===== src/rtl/coreaxi4dma_rd_tran_ctrl.sv =====
// coreaxi4dma_rd_tran_ctrl
// Consumer side of the two-entry read transaction queue. Pops the head request,
// splits it into AXI4 read bursts (INCR or FIXED), forwards R beats to the
// read data cache with back-pressure and retires the entry with a done/error
// pulse.
//
// Optional feature: define COREAXI4DMA_RD_RRESP_CHK_EN to make SLVERR/DECERR
// responses abort the request (remaining beats of the burst are drained and
// the entry retires with rdErr). Without it RRESP is ignored.
//
// Ports:
//   clock, resetn                 clock, asynchronous active-low reset
//   reqInQueue, srcAddr, srcOp,
//   numOfBytes, dataValid         head request from the transaction queue
//   rdCache1Sel                   queue read pointer / cache slot select
//   clrRdTranQueue, rdDone, rdErr retire pulse and completion status
//   ARID..ARREADY                 AXI4 read address channel
//   RDATA..RREADY                 AXI4 read data channel
//   cacheWrData, cacheWrEn,
//   cacheReady                    read data cache write port
module coreaxi4dma_rd_tran_ctrl #(
  parameter int AXI_DATA_WIDTH      = 64,
  parameter int MAX_TRAN_SIZE_WIDTH = 23,
  parameter int MAX_BURST_BEATS     = 16,
  parameter int ID_WIDTH            = 1
) (
  input  logic                           clock,
  input  logic                           resetn,
  input  logic                           reqInQueue,
  input  logic [31:0]                    srcAddr,
  input  logic [1:0]                     srcOp,
  input  logic [MAX_TRAN_SIZE_WIDTH-1:0] numOfBytes,
  input  logic                           dataValid,
  output logic                           rdCache1Sel,
  output logic [1:0]                     clrRdTranQueue,
  output logic                           rdDone,
  output logic                           rdErr,
  output logic [ID_WIDTH-1:0]            ARID,
  output logic [31:0]                    ARADDR,
  output logic [7:0]                     ARLEN,
  output logic [2:0]                     ARSIZE,
  output logic [1:0]                     ARBURST,
  output logic                           ARVALID,
  input  logic                           ARREADY,
  input  logic [AXI_DATA_WIDTH-1:0]      RDATA,
  input  logic [1:0]                     RRESP,
  input  logic                           RLAST,
  input  logic                           RVALID,
  output logic                           RREADY,
  output logic [AXI_DATA_WIDTH-1:0]      cacheWrData,
  output logic                           cacheWrEn,
  input  logic                           cacheReady
);

  localparam int BPB = AXI_DATA_WIDTH / 8;
  localparam int SZ  = $clog2(BPB);
  localparam int RW  = MAX_TRAN_SIZE_WIDTH;
  // Common width for the burst-length minimum; must hold the 4 KB beat count.
  localparam int MW  = (RW > 13) ? RW : 13;
  localparam logic [RW:0] BPB_M1 = (RW+1)'(BPB - 1);

  localparam logic [2:0] S_IDLE   = 3'd0;
  localparam logic [2:0] S_LOAD   = 3'd1;
  localparam logic [2:0] S_ADDR   = 3'd2;
  localparam logic [2:0] S_DATA   = 3'd3;
  localparam logic [2:0] S_RETIRE = 3'd4;

  logic [2:0]    state_q, state_d;
  logic [31:0]   addr_q, addr_d;
  logic [RW-1:0] remain_q, remain_d;
  logic [1:0]    op_q, op_d;
  logic [8:0]    burst_q, burst_d;
  logic          err_q, err_d;
  logic          drain_q, drain_d;
  logic          sel_q, sel_d;

  logic [RW:0]   bytes_rnd;
  logic [RW-1:0] req_beats;
  logic [12:0]   to_bound;
  logic [MW-1:0] rem_w, cap_w, len_w;
  logic [8:0]    burst_len;
  logic          r_acc;
  logic          resp_bad;
  logic          unused_bits;

  // ceil(numOfBytes / BPB); one extra bit absorbs the rounding carry.
  assign bytes_rnd = {1'b0, numOfBytes} + BPB_M1;
  assign req_beats = RW'(bytes_rnd >> SZ);

  // Beats left before the next 4 KB page (address is always beat aligned).
  assign to_bound = (13'h1000 - {1'b0, addr_q[11:0]}) >> SZ;

  always_comb begin
    rem_w = MW'(remain_q);
    if (op_q == 2'b10) begin
      cap_w = MW'(16);
    end else begin
      cap_w = MW'(MAX_BURST_BEATS);
      if (MW'(to_bound) < cap_w) cap_w = MW'(to_bound);
    end
    len_w = (rem_w < cap_w) ? rem_w : cap_w;
  end
  assign burst_len = 9'(len_w);

`ifdef COREAXI4DMA_RD_RRESP_CHK_EN
  assign resp_bad = RRESP[1];  // SLVERR (10) or DECERR (11)
`else
  assign resp_bad = 1'b0;
`endif

  assign unused_bits = ^{srcAddr[SZ-1:0], RRESP};

  // While draining after an error, beats are swallowed regardless of the cache.
  assign RREADY    = (state_q == S_DATA) & (drain_q | cacheReady);
  assign r_acc     = RVALID & RREADY;
  assign cacheWrEn = r_acc & ~drain_q;
  assign cacheWrData = RDATA;

  assign ARID    = '0;
  assign ARADDR  = addr_q;
  assign ARLEN   = (state_q == S_ADDR) ? 8'(burst_len - 9'd1) : 8'd0;
  assign ARSIZE  = 3'(SZ);
  assign ARBURST = (op_q == 2'b01) ? 2'b01 : 2'b00;
  assign ARVALID = (state_q == S_ADDR);

  assign clrRdTranQueue = (state_q == S_RETIRE) ? 2'b01 : 2'b00;
  assign rdDone         = (state_q == S_RETIRE) & ~err_q;
  assign rdErr          = (state_q == S_RETIRE) & err_q;
  assign rdCache1Sel    = sel_q;

  always_comb begin
    state_d  = state_q;
    addr_d   = addr_q;
    remain_d = remain_q;
    op_d     = op_q;
    burst_d  = burst_q;
    err_d    = err_q;
    drain_d  = drain_q;
    sel_d    = sel_q;
    case (state_q)
      S_IDLE: begin
        if (reqInQueue) state_d = S_LOAD;
      end
      S_LOAD: begin
        addr_d   = {srcAddr[31:SZ], {SZ{1'b0}}};
        remain_d = req_beats;
        op_d     = srcOp;
        err_d    = 1'b0;
        drain_d  = 1'b0;
        if (!dataValid || (srcOp == 2'b00) || (numOfBytes == '0)) begin
          state_d = S_RETIRE;
        end else if (srcOp == 2'b11) begin
          err_d   = 1'b1;
          state_d = S_RETIRE;
        end else begin
          state_d = S_ADDR;
        end
      end
      S_ADDR: begin
        if (ARREADY) begin
          burst_d = burst_len;
          state_d = S_DATA;
        end
      end
      S_DATA: begin
        if (r_acc) begin
          // Saturate so an over-long burst cannot wrap the beat counter.
          if (remain_q != '0) remain_d = remain_q - 1'b1;
          if (resp_bad) err_d = 1'b1;
          if (RLAST) begin
            // A short burst simply ends early; the remaining count already
            // reflects only the beats that actually arrived.
            drain_d = 1'b0;
            if ((remain_d == '0) || err_d) begin
              state_d = S_RETIRE;
            end else begin
              if (op_q == 2'b01) addr_d = addr_q + (32'(burst_q) << SZ);
              state_d = S_ADDR;
            end
          end else if (resp_bad) begin
            drain_d = 1'b1;
          end
        end
      end
      S_RETIRE: begin
        sel_d   = ~sel_q;
        state_d = S_IDLE;
      end
      default: state_d = S_IDLE;
    endcase
  end

  always_ff @(posedge clock or negedge resetn) begin
    if (!resetn) begin
      state_q  <= S_IDLE;
      addr_q   <= '0;
      remain_q <= '0;
      op_q     <= 2'b00;
      burst_q  <= '0;
      err_q    <= 1'b0;
      drain_q  <= 1'b0;
      sel_q    <= 1'b0;
    end else begin
      state_q  <= state_d;
      addr_q   <= addr_d;
      remain_q <= remain_d;
      op_q     <= op_d;
      burst_q  <= burst_d;
      err_q    <= err_d;
      drain_q  <= drain_d;
      sel_q    <= sel_d;
    end
  end

endmodule


===== config.mk =====
export PLATFORM = sky130hd
export DESIGN_NAME = coreaxi4dma_rd_tran_ctrl
export DESIGN_NICKNAME = d
export VERILOG_FILES = /design/src/rtl/coreaxi4dma_rd_tran_ctrl.sv
export SDC_FILE = /design/constraint.sdc
export NUM_CORES = 1
export LEC_CHECK = 0
export CORE_ASPECT_RATIO = 1.2
export CORE_MARGIN = 1
export CORE_UTILIZATION = 40
export CTS_CLUSTER_DIAMETER = 40
export DETAILED_ROUTE_END_ITERATION = 12
export GPL_TIMING_DRIVEN = 0
export PLACE_DENSITY = 0.8
export SLEW_MARGIN = 25
export SYNTH_ARGS = -nofsm -noshare
export SYNTH_HDL_FRONTEND = slang
export SYNTH_SLANG_ARGS = --single-unit

===== constraint.sdc =====
create_clock -name clock -period 4.4 [get_ports clock]
set_input_delay 0.88 -clock clock [delete_from_list [all_inputs] [get_ports clock]]
set_output_delay 0.88 -clock clock [all_outputs]
set_load 0.01 [all_outputs]

Yosys cells after proc, flatten, opt, wreduce, memory -nomap -nowiden
Index checks and enable logic that the tools add are counted.

word-level totals
  RAM bits = 0
  ROM bits = 0
  input port bits = 131
  bits in registers = 72
  output and inout port bits = 118
  memories kept = 0
  latch bits = 0
  word-level logic and storage cells = 85

operators by class
  equal/unequal tests = 13
  shifts and indexed selects = 0
  $add $sub $neg = 5
  multipliers = 0
  muxes and demuxes = 33
  order comparisons = 2
  reduce and logical (&&, ||, !) cells = 15
  bitwise gates (word level) = 9
  divide/modulo/power cells = 0

operators with widths
  operator                                                     count
  two-way mux 32 bit                                           4
  two-way mux 23 bit                                           4
  case mux 32 bit (2 select lines)                             1
  logical NOT 23 bit                                           2
  case mux 23 bit (2 select lines)                             1
  adder 32 x 12 -> 32 bit                                      1
  adder 23 x 3 -> 24 bit, second input constant                1
  less-than comparator 23 x 10 -> 1 bit                        1
  nonzero test 23 bit                                          1
  subtractor 23 x 1 -> 23 bit, second input constant           1
  two-way mux 3 bit                                            7
  two-way mux 10 bit                                           2
  subtractor 13 x 12 -> 13 bit, first input constant           1
  case mux 3 bit (4 select lines)                              1
  less-than comparator 10 x 5 -> 1 bit, second input constant  1
  two-way mux 1 bit                                            9
  two-way mux 9 bit                                            1
  two-way mux 8 bit                                            1
  inequality test 2 bit, second input constant                 4
  subtractor 8 x 1 -> 8 bit, second input constant             1
  == test 3 x 2 -> 1 bit, second input constant                2
  AND 1 bit                                                    5
  AND reduction 5 bit                                          1
  == test 2 bit, second input constant                         2
  other kinds (15)                                             22

Logic depth before layout (Yosys ltp)
Gate-level depths: netlist of run 1.

  word-level depth = 11
  mapped depth = 22
  depth with buffers taken out = 20

Worst setup path after synthesis of run 1
Ideal clock, no wire load.

  kind = register to output
  from = register addr_q[4], in the netlist ARADDR[4]
  to = output ARLEN[6]
  arrival time = 3.917 ns
  data required time = 3.520 ns
  buffers on the path = 2
  stages on the path, launching flop included = 22
  slack = -0.397 ns
  path through = dfrtp_1 inv_1 ha_1 nor3b_1 mux2i_1 nor2_1 clkbuf_1 nand2_1 ha_1 a21o_1 a21oi_1 nor2b_1 o21ai_0 nand4b_1 clkbuf_1 a31oi_1 ha_1 nand2_1 nor3_1 xor2_1 nor2_1 a211oi_1

on the way
  cells in the longest elaborated chain, start to end = 8

ends and longest elaborated chain
  what                                   RTL line  RTL
  start, declared                        69        logic [31:0] addr_q, addr_d;
  start signal, assigned                 205       addr_q <= addr_d;
  subtractor 13 x 12 -> 13 bit (*)       91        assign to_bound = (13'h1000 - {1'b0, addr_q[11:0]}) >> SZ;
  less-than comparator 10 x 5 -> 1 bit   99        if (MW'(to_bound) < cap_w) cap_w = MW'(to_bound);
  two-way mux 10 bit (*)                 99
  two-way mux 10 bit (*)                 95        if (op_q == 2'b10) begin
  less-than comparator 23 x 10 -> 1 bit  101       len_w = (rem_w < cap_w) ? rem_w : cap_w;
  two-way mux 9 bit (*)                  101
  subtractor 8 x 1 -> 8 bit (*)          121       assign ARLEN = (state_q == S_ADDR) ? 8'(burst_len - 9'd1) : 8'd0;
  two-way mux 8 bit (*)                  121
  end, declared                          40        output logic [7:0] ARLEN,

Every way passes the cells marked *; elsewhere a longest branch is shown, timed or not.

Worst setup path in the final report of run 1
  from = register addr_q[3], in the netlist ARADDR[3]
  to = output ARLEN[6]

Same word-level chain as after synthesis.

==> results of run 1 <==
-- layer usage --
metal  part of all wire (%)  up-vias  wire length [um]
li1                       -     3214                 -
met1                     40     3296              8700
met2                     49      370             10600
met3                    7.6       63              1650
met4                    3.6        0               782
met5                      0        -                 0
-- synth_stat cells (5+ instances only) --
library cell	number
nand3_1	21
nor3_1	27
inv_1	24
ha_1	23
or3_1	6
clkbuf_1	32
buf_4	75
o22a_1	9
nand4_1	11
xor2_1	14
o21ai_1	7
and3_1	7
nand2b_1	8
nor2b_1	6
buf_2	5
o31ai_1	5
a21o_1	5
nor4_1	18
o21ai_0	55
dfrtp_1	68
a31oi_1	21
nor2_1	63
o22ai_1	8
nand2_1	84
o211ai_1	5
xnor2_1	17
a21oi_1	56
and2_1	9
or2_2	5
-- critical path, cell delays in order, from the launching register on --
cell and delay, ns:
dfrtp_2 0.42, inv_2 0.08, ha_4 0.12, nor3b_4 0.17
mux2i_1 0.26, nor2_1 0.09, clkbuf_8 0.19, ha_4 0.21
a21o_1 0.18, a21oi_2 0.11, nor2b_1 0.05, o21ai_1 0.12
nand4b_1 0.14, clkbuf_8 0.19, a31oi_4 0.21, ha_4 0.20
nand2_4 0.07, nor3_4 0.11, xor2_1 0.17, nor2_1 0.08
a211oi_2 0.15, buf_2 0.17
-- layout by cell type, fill, tap and decap left out, types with 5 or more instances in the layout --
cell type          n
nor3_1            26
and3_1             7
clkdlybuf4s50_1  161
inv_1             22
a21o_1             5
dfrtp_1           65
nand2b_1           8
or2_2              5
a31oi_1           19
and2_1             9
buf_2             11
buf_4             95
nand2_1           80
o21ai_0           53
o22ai_1            8
nand4_1           11
o21ai_1            8
clkbuf_1          31
nor2_1            61
xnor2_1           17
conb_1            14
xor2_1            14
nor2b_1            6
nor4_1            18
or3_1              6
o22a_1             9
clkbuf_16          9
a21oi_1           55
nand3_1           21
o31ai_1            5
ha_1              19
o211ai_1           5
-- state kept, by name (all words and copies together) (netlist names) --
signal and cells:
burst_q 9, rdCache1Sel 1, err_q 1, state_q 3, op_q 2, ARADDR 29, rem_w 23
-- power by group through the flow --
stage	sequential (mW)	combinational [mW]	clock (mW)
floorplan	1.19	1.53	0
global route	1.26	2.94	0.771
global placement	1.22	2.46	0
CTS	1.21	2.65	0.737
finish	1.23	2.72	0.743
detailed placement	1.23	2.51	0
-- repair_timing --
| item | CTS | global route |
|---|---|---|
| pin swaps | 13 | 17 |
| resized for setup | 46 | 19 |
| buffers inserted | 18 | 2 |
| setup endpoints to repair | 8 | 28 |
-- cell type report --
| type | count | area [um2] | area share [%] |
|---|---|---|---|
| Multi-Input combinational cell | 593 | 3820 | 43.6 |
| Inverter | 24 | 90.1 | 1.03 |
| Clock buffer | 12 | 246 | 2.81 |
| Tap cell | 204 | 255 | 2.91 |
| Sequential cell | 68 | 1710 | 19.5 |
| Buffer | 114 | 762 | 8.69 |
| Clock inverter | 4 | 50.0 | 0.571 |
| Timing Repair Buffer | 191 | 1840 | 21.0 |
-- stage by stage --
step | cell area, um2 | setup WS [ns] | util [%]
after floorplan | 6220 | 0.0302 | -
after CTS | 8740 | -0.388 | 58.4
after global placement | 8170 | -0.860 | 54.6
after detailed placement | 8190 | -0.914 | 54.8
after global routing | 8770 | -0.543 | 58.6
final | 8770 | -0.335 | 58.6
-- logic make-up after synthesis --
group                      share of synthesized area, %
other                                             0.122
DFF                                                27.7
buffers and inverters                              13.4
muxes                                              1.75
adders and majority gates                          5.02
xor gates and xnor gates                           4.43
AOI/OAI and AO/OA                                  24.1
and+or+nand+nor                                    23.5
-- worst min path at each step --
stage	from	end	slack (ns)	cells after the start
floorplan	burst_q[0]$_DFFE_PN0P_	burst_q[0]$_DFFE_PN0P_	0.45	2
global placement	rdCache1Sel$_DFFE_PN0P_	rdCache1Sel$_DFFE_PN0P_	0.46	1
detailed placement	rdCache1Sel$_DFFE_PN0P_	rdCache1Sel$_DFFE_PN0P_	0.46	1
CTS	resetn	ARADDR[18]$_DFFE_PN0P_	0.47	1
global route	resetn	ARADDR[18]$_DFFE_PN0P_	0.48	1
finish	resetn	ARADDR[18]$_DFFE_PN0P_	0.45	1
==> impl_results.md, run 1 <==
- Grt met3 use: 4.84%
- Nets: 1156
- Syn. warnings: 0
- Seq pwr share: 26.2%
- FFs w/ async S/R, synth: 100%
- Worst hold slack: 0.450 ns
- Area grow syn2layout: 42.9%
- Min Tclk post-route: 4.73 ns
- Library cells used by synthesis: 76
- Max_slew headroom: 38.2%
- Cell Area, Synth: 6130 um2
- RSZ-0062 raised after global routing: true
- # IOs: 249
- Final Hold Fails: 0
- IO Port Bufs: 170
- Critical Path Source Type: register
- Int Pwr: 2.57 mW
- Clock slew at reported path FFs: 0.06 ns
- Register area share after synthesis: 27.7%
- Worst setup margin: -0.335 ns
- Post-route DRC: 0
- Worst EP required: 3.52 ns
- Vias in the first global route: 6683
- Initial antenna violation count: 0
- Total global routing track utilization: 27.4%
- Final period util: 108%
- CP arrival: 3.85 ns
- Hold/Removal Path Class: in -> async
- Max Buffers Root-to-Sink: 2
- Initial Utilization: 41.0%
- Detailed Place HPWL: 16200 um
- Worst R2R Setup Slack: 0.43 ns
- Final setup fails: 3
- Total of max-cap violations: 0
- Hold Buf Count CTS: 0
- Clock sink count: 68
- Antenna Violating Nets Remaining: 0
- Largest cells by area after synthesis: dfrtp_1 (28%), buf_4 (9.2%), nand2_1 (5.1%)
- Largest area contributor in the netlist: dfrtp_1
- Met2 Usage GRT: 47.7%
- Run status: finished, violations left
- Met1 Track Usage GR: 32.0%
- Die W: 115 um
- Final setup TNS: -0.691 ns
- Tot Pwr: 4.69 mW
- First-pass GRT wire length: 33500 um
- Crit-path max FO: 4
- Final WL: 21800 um
- CTS Buf Count: 9
- Routability cong.: 0.944
- Sw Ratio: 45.1%
- Reg2reg start: rem_w[0]$_DFFE_PN0P_
- Reg2Reg Depth: 12
- Non-Filler Instances: 1210
- Number of flops mapped to enable cells by yosys: 0
- Comb power frac: 57.9%
- First-pass DRT Iterations: 5
- Setup crit end: ARLEN[6]
- Placed Cells: 1174
- Post-synth top flop: dfrtp_1
- Most Crowded Layer GR: met2
- PwrDens: 535 nW/um2
- Worst Setup End Kind: output port
- Worst-skew pair later-pin latency: 0.35 ns
- Worst Tran Pin Value: 0.919 ns
- GRT overflow: 0
- VDD IR-drop max: 0.261 mV
- Register bit count reported by yosys: 68
- Vias/cell: 5.74
- Placeable Area: 15000 um2
- Max Fclk: 211 MHz
- Std-Cell Rows: 49
- Slew Viols, Final: 0
- Syn_area_per_cell: 7.79 um2
- Wire per inst: 18.0 um
- Cells after synthesis: 787
- Largest net degree at the start of global routing: 42
- P_leak: 3.61 nW
- Die H: 138 um
- Yosys top cell area share: 27.7%
- Clock power share: 15.8%
- Worst setup skew after layout: 0.00947 ns
- Die Area: 15800 um2
- Total number of vias: 6943
- Clock tree root buffer cell: clkbuf_16
- Setup crit start: ARADDR[3]$_DFFE_PN0P_
- # diodes: 0
- R2R Path End: ARADDR[10]$_DFFE_PN0P_
- Initial DRC Count: 529
- H-tree Lvls: 3
- Share of post-route cells with drive strength above 1: 17.0%
- Sw power: 2.12 mW
- CTS tree: yes
- # fillers: 1411
- Critical setup path kind: reg -> out
- Failing checks: setup timing
(Power assumes the default switching activity.)
==> inputs of run 2 (changes only) <==
==> constraint.sdc (replaced) <==
create_clock -name clock -period 4.2 [get_ports clock]
set_input_delay 0.84 -clock clock [delete_from_list [all_inputs] [get_ports clock]]
set_output_delay 0.84 -clock clock [all_outputs]
set_load 0.01 [all_outputs]
==> impl_results.md, run 2 (same netlist as run 1, synthesis figures left out) <==
- Worst Tran Pin Value: 0.853 ns
- Tot Pwr: 4.86 mW
- Die H: 138 um
- Final Hold Fails: 0
- Nets: 1156
- # IOs: 249
- PwrDens: 554 nW/um2
- CP Cell Sequence: inv_2 > ha_1 > nor3b_4 > mux2i_2 > nor2_2 > clkbuf_8 > ha_4 > a21o_1 > a21oi_1 > nor2b_1 > o21ai_1 > nand4b_1 > clkbuf_8 > a31oi_4 > ha_4 > nand2_2 > nor3_2 > xor2_1 > nor2_1 > a211oi_2 > buf_2
- Hold/Removal Path Class: in -> async
- Non-Filler Instances: 1210
- CTS tree: yes
- Detailed Place HPWL: 16500 um
- Setup crit start: ARADDR[3]$_DFFE_PN0P_
- Reg2reg start: rem_w[5]$_DFFE_PN0P_
- Clock slew at reported path FFs: 0.06 ns
- Initial Utilization: 41.0%
- Commonest non-fill, non-tap cell in the layout: clkdlybuf4s50_1
- Failing checks: setup timing
- Most frequent cells in the layout: clkdlybuf4s50_1 (161), buf_4 (94), nand2_1 (81)
- Max Buffers Root-to-Sink: 2
- VDD IR-drop max: 0.291 mV
- Worst hold slack: 0.414 ns
- IO Port Bufs: 170
- Final period util: 113%
- Vias/cell: 5.68
- Placeable Area: 15000 um2
- Largest net degree at the start of global routing: 44
- Hold Buf Count CTS: 0
- H-tree Lvls: 3
- Clock tree root buffer cell: clkbuf_16
- CTS Buf Count: 9
- Total global routing track utilization: 27.5%
- Place WS: -0.817 ns
- Worst setup margin: -0.546 ns
- Die Area: 15800 um2
- Worst setup skew after layout: 0.00610 ns
- Share of post-route cells with drive strength above 1: 17.3%
- Initial antenna violation count: 0
- DP Area: 8260 um2
- Post-layout util: 58.6%
- # diodes: 0
- Min Tclk post-route: 4.75 ns
- Wire per inst: 17.9 um
- Crit-path max FO: 5
- Vias in the first global route: 6619
- Total number of vias: 6867
- Worst-skew pair later-pin latency: 0.34 ns
- Final WL: 21700 um
- Worst Setup End Kind: output port
- Max_slew headroom: 42.6%
- Slew Viols, Final: 0
- First-pass GRT wire length: 33500 um
- RSZ-0062 raised after global routing: true
- Post-route DRC: 0
- Slowest stage cell, crit path: dfrtp_2
- Routability cong.: 0.932
- Final setup TNS: -2.26 ns
- Area grow syn2layout: 43.0%
- CP arrival: 3.91 ns
- Total of max-cap violations: 0
- Worst R2R Setup Slack: 0.22 ns
- First-pass DRT Iterations: 5
- Run status: finished, violations left
- Post-route cell area: 8770 um2
- Clock sink count: 68
- Placed Cells: 1174
- P_leak: 3.61 nW
- Max incr delay on CP: 0.43 ns
- Std-Cell Rows: 49
- Critical Path Source Type: register
- Max Fclk: 211 MHz
- Max reg flops: 29
- Initial DRC Count: 505
- Worst EP required: 3.36 ns
- Final setup fails: 8
- Critical setup path kind: reg -> out
- Antenna Violating Nets Remaining: 0
- Die W: 115 um
- GRT overflow: 0
run 2: changes by cell type in the layout (fill, tap and decap cells not counted), moves of 2 or more:
cell / before / now
nor4_2: 0 / 2
nand2_2: 2 / 4
clkbuf_1: 31 / 29
nand2_4: 3 / 0
nor4_1: 18 / 16
nor2_2: 1 / 4
ha_1: 19 / 21
ha_4: 4 / 2
nor2_1: 61 / 57
run 2: worst max-delay path, delay by kind of cell (launching register included):
kind | cells | cell delay, ns
adders and majority gates | 3 | 0.54
buffers and inverters | 4 | 0.58
and+or+nand+nor | 7 | 0.75
muxes | 1 | 0.32
DFF | 1 | 0.43
xor gates and xnor gates | 1 | 0.16
AOI/OAI and AO/OA | 5 | 0.76
run 2: final cells by class:
cell class	instances	area, um2
inverters	24	90.1
flip-flops and latches	68	1700
clock inverters	6	63.8
multi-input cells	593	3790
repair buffers	191	1860
well taps	204	255
plain buffers	114	772
clock buffers	10	239
fillers	1361	6190
run 2: report_power, final:
group          leakage, nW  switching (mW)  total (mW)  internal [mW]
logic                 2.64            1.53        2.78           1.25
registers            0.820           0.357        1.29          0.934
clock network        0.144           0.309       0.784          0.475
total                 3.61            2.20        4.86           2.66
run 2: what timing repair did:
item,in CTS,in global routing
setup endpoints to repair,8,37
pin swaps,7,3
setup buffers,16,4
gates cloned,0,0
resized for setup,41,11
run 2: metal layers:
metal	wire [um]	vias up	track usage (%)
li1	-	3217	-
met1	8680	3225	33.3
met2	10800	376	47.0
met3	1570	49	5.02
met4	677	0	13.3
met5	0	-	0
run 2: final timing paths:
path / endpoint / cells past startpoint
max: ARLEN[6] / 21
min: ARADDR[22]$_DFFE_PN0P_ / 1
max reg2reg: ARADDR[8]$_DFFE_PN0P_ / 11
min reg2reg: rdCache1Sel$_DFFE_PN0P_ / 1
max in group asynchronous: rem_w[6]$_DFFE_PN0P_ / 2
min in group clock: rdCache1Sel$_DFFE_PN0P_ / 1
==> inputs of run 3 (changes only) <==
--- a/config.mk
+++ b/config.mk
@@ -5,13 +5,15 @@
 export SDC_FILE = /design/constraint.sdc
 export NUM_CORES = 1
 export LEC_CHECK = 0
+export ABC_AREA = 1
+export ABC_CLOCK_PERIOD_IN_PS = 4200
 export CORE_ASPECT_RATIO = 1.2
 export CORE_MARGIN = 1
 export CORE_UTILIZATION = 40
 export CTS_CLUSTER_DIAMETER = 40
 export DETAILED_ROUTE_END_ITERATION = 12
 export GPL_TIMING_DRIVEN = 0
-export PLACE_DENSITY = 0.8
+export PLACE_DENSITY = 0.79
 export SLEW_MARGIN = 25
 export SYNTH_ARGS = -nofsm -noshare
 export SYNTH_HDL_FRONTEND = slang
==> impl_results.md, run 3 <==
- Worst Tran Pin Value: 0.686 ns
- Largest area contributor in the netlist: dfrtp_1
- Antenna Violating Nets Remaining: 0
- Critical Path Source Type: register
- Nets: 1396
- Worst Setup End Kind: output port
- PwrDens: 578 nW/um2
- Commonest non-fill, non-tap cell in the layout: nand2_1
- Total of max-cap violations: 0
- Wire per inst: 14.6 um
- Syn. warnings: 0
- Hold Buf Count CTS: 0
- Largest net degree at the start of global routing: 54
- Reg2Reg Depth: 14
- # IOs: 249
- Final period util: 98.9%
- CTS tree: yes
- Die Area: 17000 um2
- H-tree Lvls: 3
- Initial Utilization: 40.8%
- Register area share after synthesis: 25.8%
- Final Hold Fails: 0
- Cell Area, Synth: 6590 um2
- Critical setup path kind: reg -> out
- FFs w/ async S/R, synth: 100%
- Min Tclk post-route: 4.15 ns
- Library cells used by synthesis: 46
- Clock slew at reported path FFs: 0.06 ns
- Clock tree root buffer cell: clkbuf_16
- Setup crit start: ARADDR[3]$_DFFE_PN0P_
- Worst setup skew after layout: 0.0103 ns
- First-pass GRT wire length: 32400 um
- CTS Buf Count: 9
- Post-synth top flop: dfrtp_1
- Vias in the first global route: 6977
- R2R Path End: ARADDR[5]$_DFFE_PN0P_
- # diodes: 0
- Max Buffers Root-to-Sink: 2
- Cells after synthesis: 1022
- Clock sink count: 68
- VDD IR-drop max: 0.273 mV
- Most frequent cell after synthesis: nand2_1
- GRT overflow: 0
- RSZ-0062 raised after global routing: true
- Initial antenna violation count: 0
- Worst R2R Setup Slack: 1.21 ns
- Die W: 119 um
- Yosys top cell area share: 25.8%
- Std-Cell Rows: 51
- Placeable Area: 16100 um2
- Worst EP required: 3.36 ns
- Tot Pwr: 5.41 mW
- Routability cong.: 0.976
- Initial DRC Count: 544
- IO Port Bufs: 170
- Post-layout util: 57.9%
- Final setup fails: 0
- # fillers: 1494
- Largest cells by area after synthesis: dfrtp_1 (26%), nand2_1 (16%), buf_4 (8.4%)
- Area of the multi-input gates: 4070 um2
- Most frequent cells in the layout: nand2_1 (269), clkdlybuf4s50_1 (162), nor2_1 (103)
- Most common library cells after synthesis: nand2_1 (288), nor2_1 (110), inv_1 (93)
- Max reg flops: 29
- Hold/Removal Path Class: in -> async
- Final WL: 21300 um
- Reg area: 1700 um2
- CP arrival: 3.31 ns
- Post-route DRC: 0
- Max_slew headroom: 53.9%
- Reg2reg start: rem_w[0]$_DFFE_PN0P_
- First-pass DRT Iterations: 5
- Slew Viols, Final: 0
- Vias/cell: 5.12
- P_leak: 4.44 nW
- Register bit count reported by yosys: 68
- Area grow syn2layout: 41.9%
- Crit-path max FO: 8
- Detailed Place HPWL: 16200 um
- Run status: finished clean
- Worst-skew pair later-pin latency: 0.35 ns
- Post-route cell area: 9350 um2
- Syn_area_per_cell: 6.44 um2
- Share of post-route cells with drive strength above 1: 18.0%
- Max Fclk: 241 MHz
- Total global routing track utilization: 24.0%
- DP Area: 8620 um2
- Number of flops mapped to enable cells by yosys: 0
- Die H: 143 um
- Total number of vias: 7458
[run 3: cell count changes after synthesis, sizes merged, moves of 17 or more]
cell | previous run | this run
a21oi | 56 | 29
nand3 | 21 | 92
nand2 | 85 | 306
xor2 | 14 | 31
nor2 | 63 | 119
inv | 24 | 99
[run 3: timing repair]
item	4_1_cts	5_1_grt
pin swaps	7	21
gates cloned	1	0
endpoints found under the setup margin	8	8
resized for setup	40	49
buffers inserted	11	13
[run 3: worst max path at each step]
stage                           to
after global placement    ARLEN[6]
final                     ARLEN[5]
after CTS                 ARLEN[2]
after global routing      ARLEN[5]
after floorplan           ARLEN[6]
after detailed placement  ARLEN[6]
[run 3: layer usage]
| layer | vias up | part of all wire [%] | track usage (%) |
|---|---|---|---|
| met4 | 0 | 4.0 | 12.3 |
| met5 | - | 0 | 0 |
| li1 | 3647 | - | - |
| met3 | 73 | 6.8 | 3.25 |
| met2 | 375 | 51 | 44.5 |
| met1 | 3363 | 38 | 26.6 |
[run 3: worst max-delay path: stages, from the launching register on]
cell,delay [ns]
dfrtp_1,0.39
inv_2,0.07
buf_4,0.14
nand2_1,0.08
nand3_2,0.07
nand2_2,0.09
nand2_2,0.07
nor2_4,0.12
inv_2,0.08
nor2_4,0.11
inv_2,0.05
ha_2,0.30
nand2_1,0.07
nor2_2,0.11
nand2_2,0.06
nand2_2,0.08
nand2_4,0.08
nand2_4,0.11
buf_8,0.14
nand2_1,0.07
nand2_2,0.12
nand2_2,0.08
o21bai_1,0.13
nand2_1,0.08
nor2_1,0.12
buf_2,0.13
[run 3: stage by stage]
step | hold WS, ns | std cells | worst slack (ns) | setup TNS [ns]
2_1_floorplan | 0.456 | 1034 | 0.337 | 0
5_1_grt | 0.359 | 1458 | -0.162 | -0.941
3_5_place_dp | 0.465 | 1417 | -0.453 | -2.76
4_1_cts | 0.350 | 1445 | -0.0549 | -0.181
6_report | 0.348 | 1458 | 0.0466 | 0
3_3_place_gp | 0.463 | 1416 | -0.437 | -5.20
[run 3: layout make-up]
| type | count | share of cell area (%) |
|---|---|---|
| inverter | 101 | 4.06 |
| buffer | 100 | 7.56 |
| tap | 212 | 2.84 |
| sequential | 68 | 18.2 |
| multi-input combinational | 766 | 43.6 |
| timing repair buffer | 195 | 20.2 |
| clock buffer | 10 | 2.56 |
| clock inverter | 6 | 1.02 |
[run 3: power by group]
part | switching, mW | internal, mW
sequential | 0.399 | 0.937
combinational | 1.91 | 1.30
clock | 0.317 | 0.541
[run 3: cells by family after synthesis]
| kind of cell | after synthesis | synth area share [%] |
|---|---|---|
| other | 2 | 0.114 |
| buffers and inverters | 201 | 16.4 |
| xor gates and xnor gates | 42 | 5.59 |
| DFF | 68 | 25.8 |
| and+or+nand+nor | 563 | 37.1 |
| adders and majority gates | 24 | 4.67 |
| AOI/OAI and AO/OA | 122 | 10.3 |
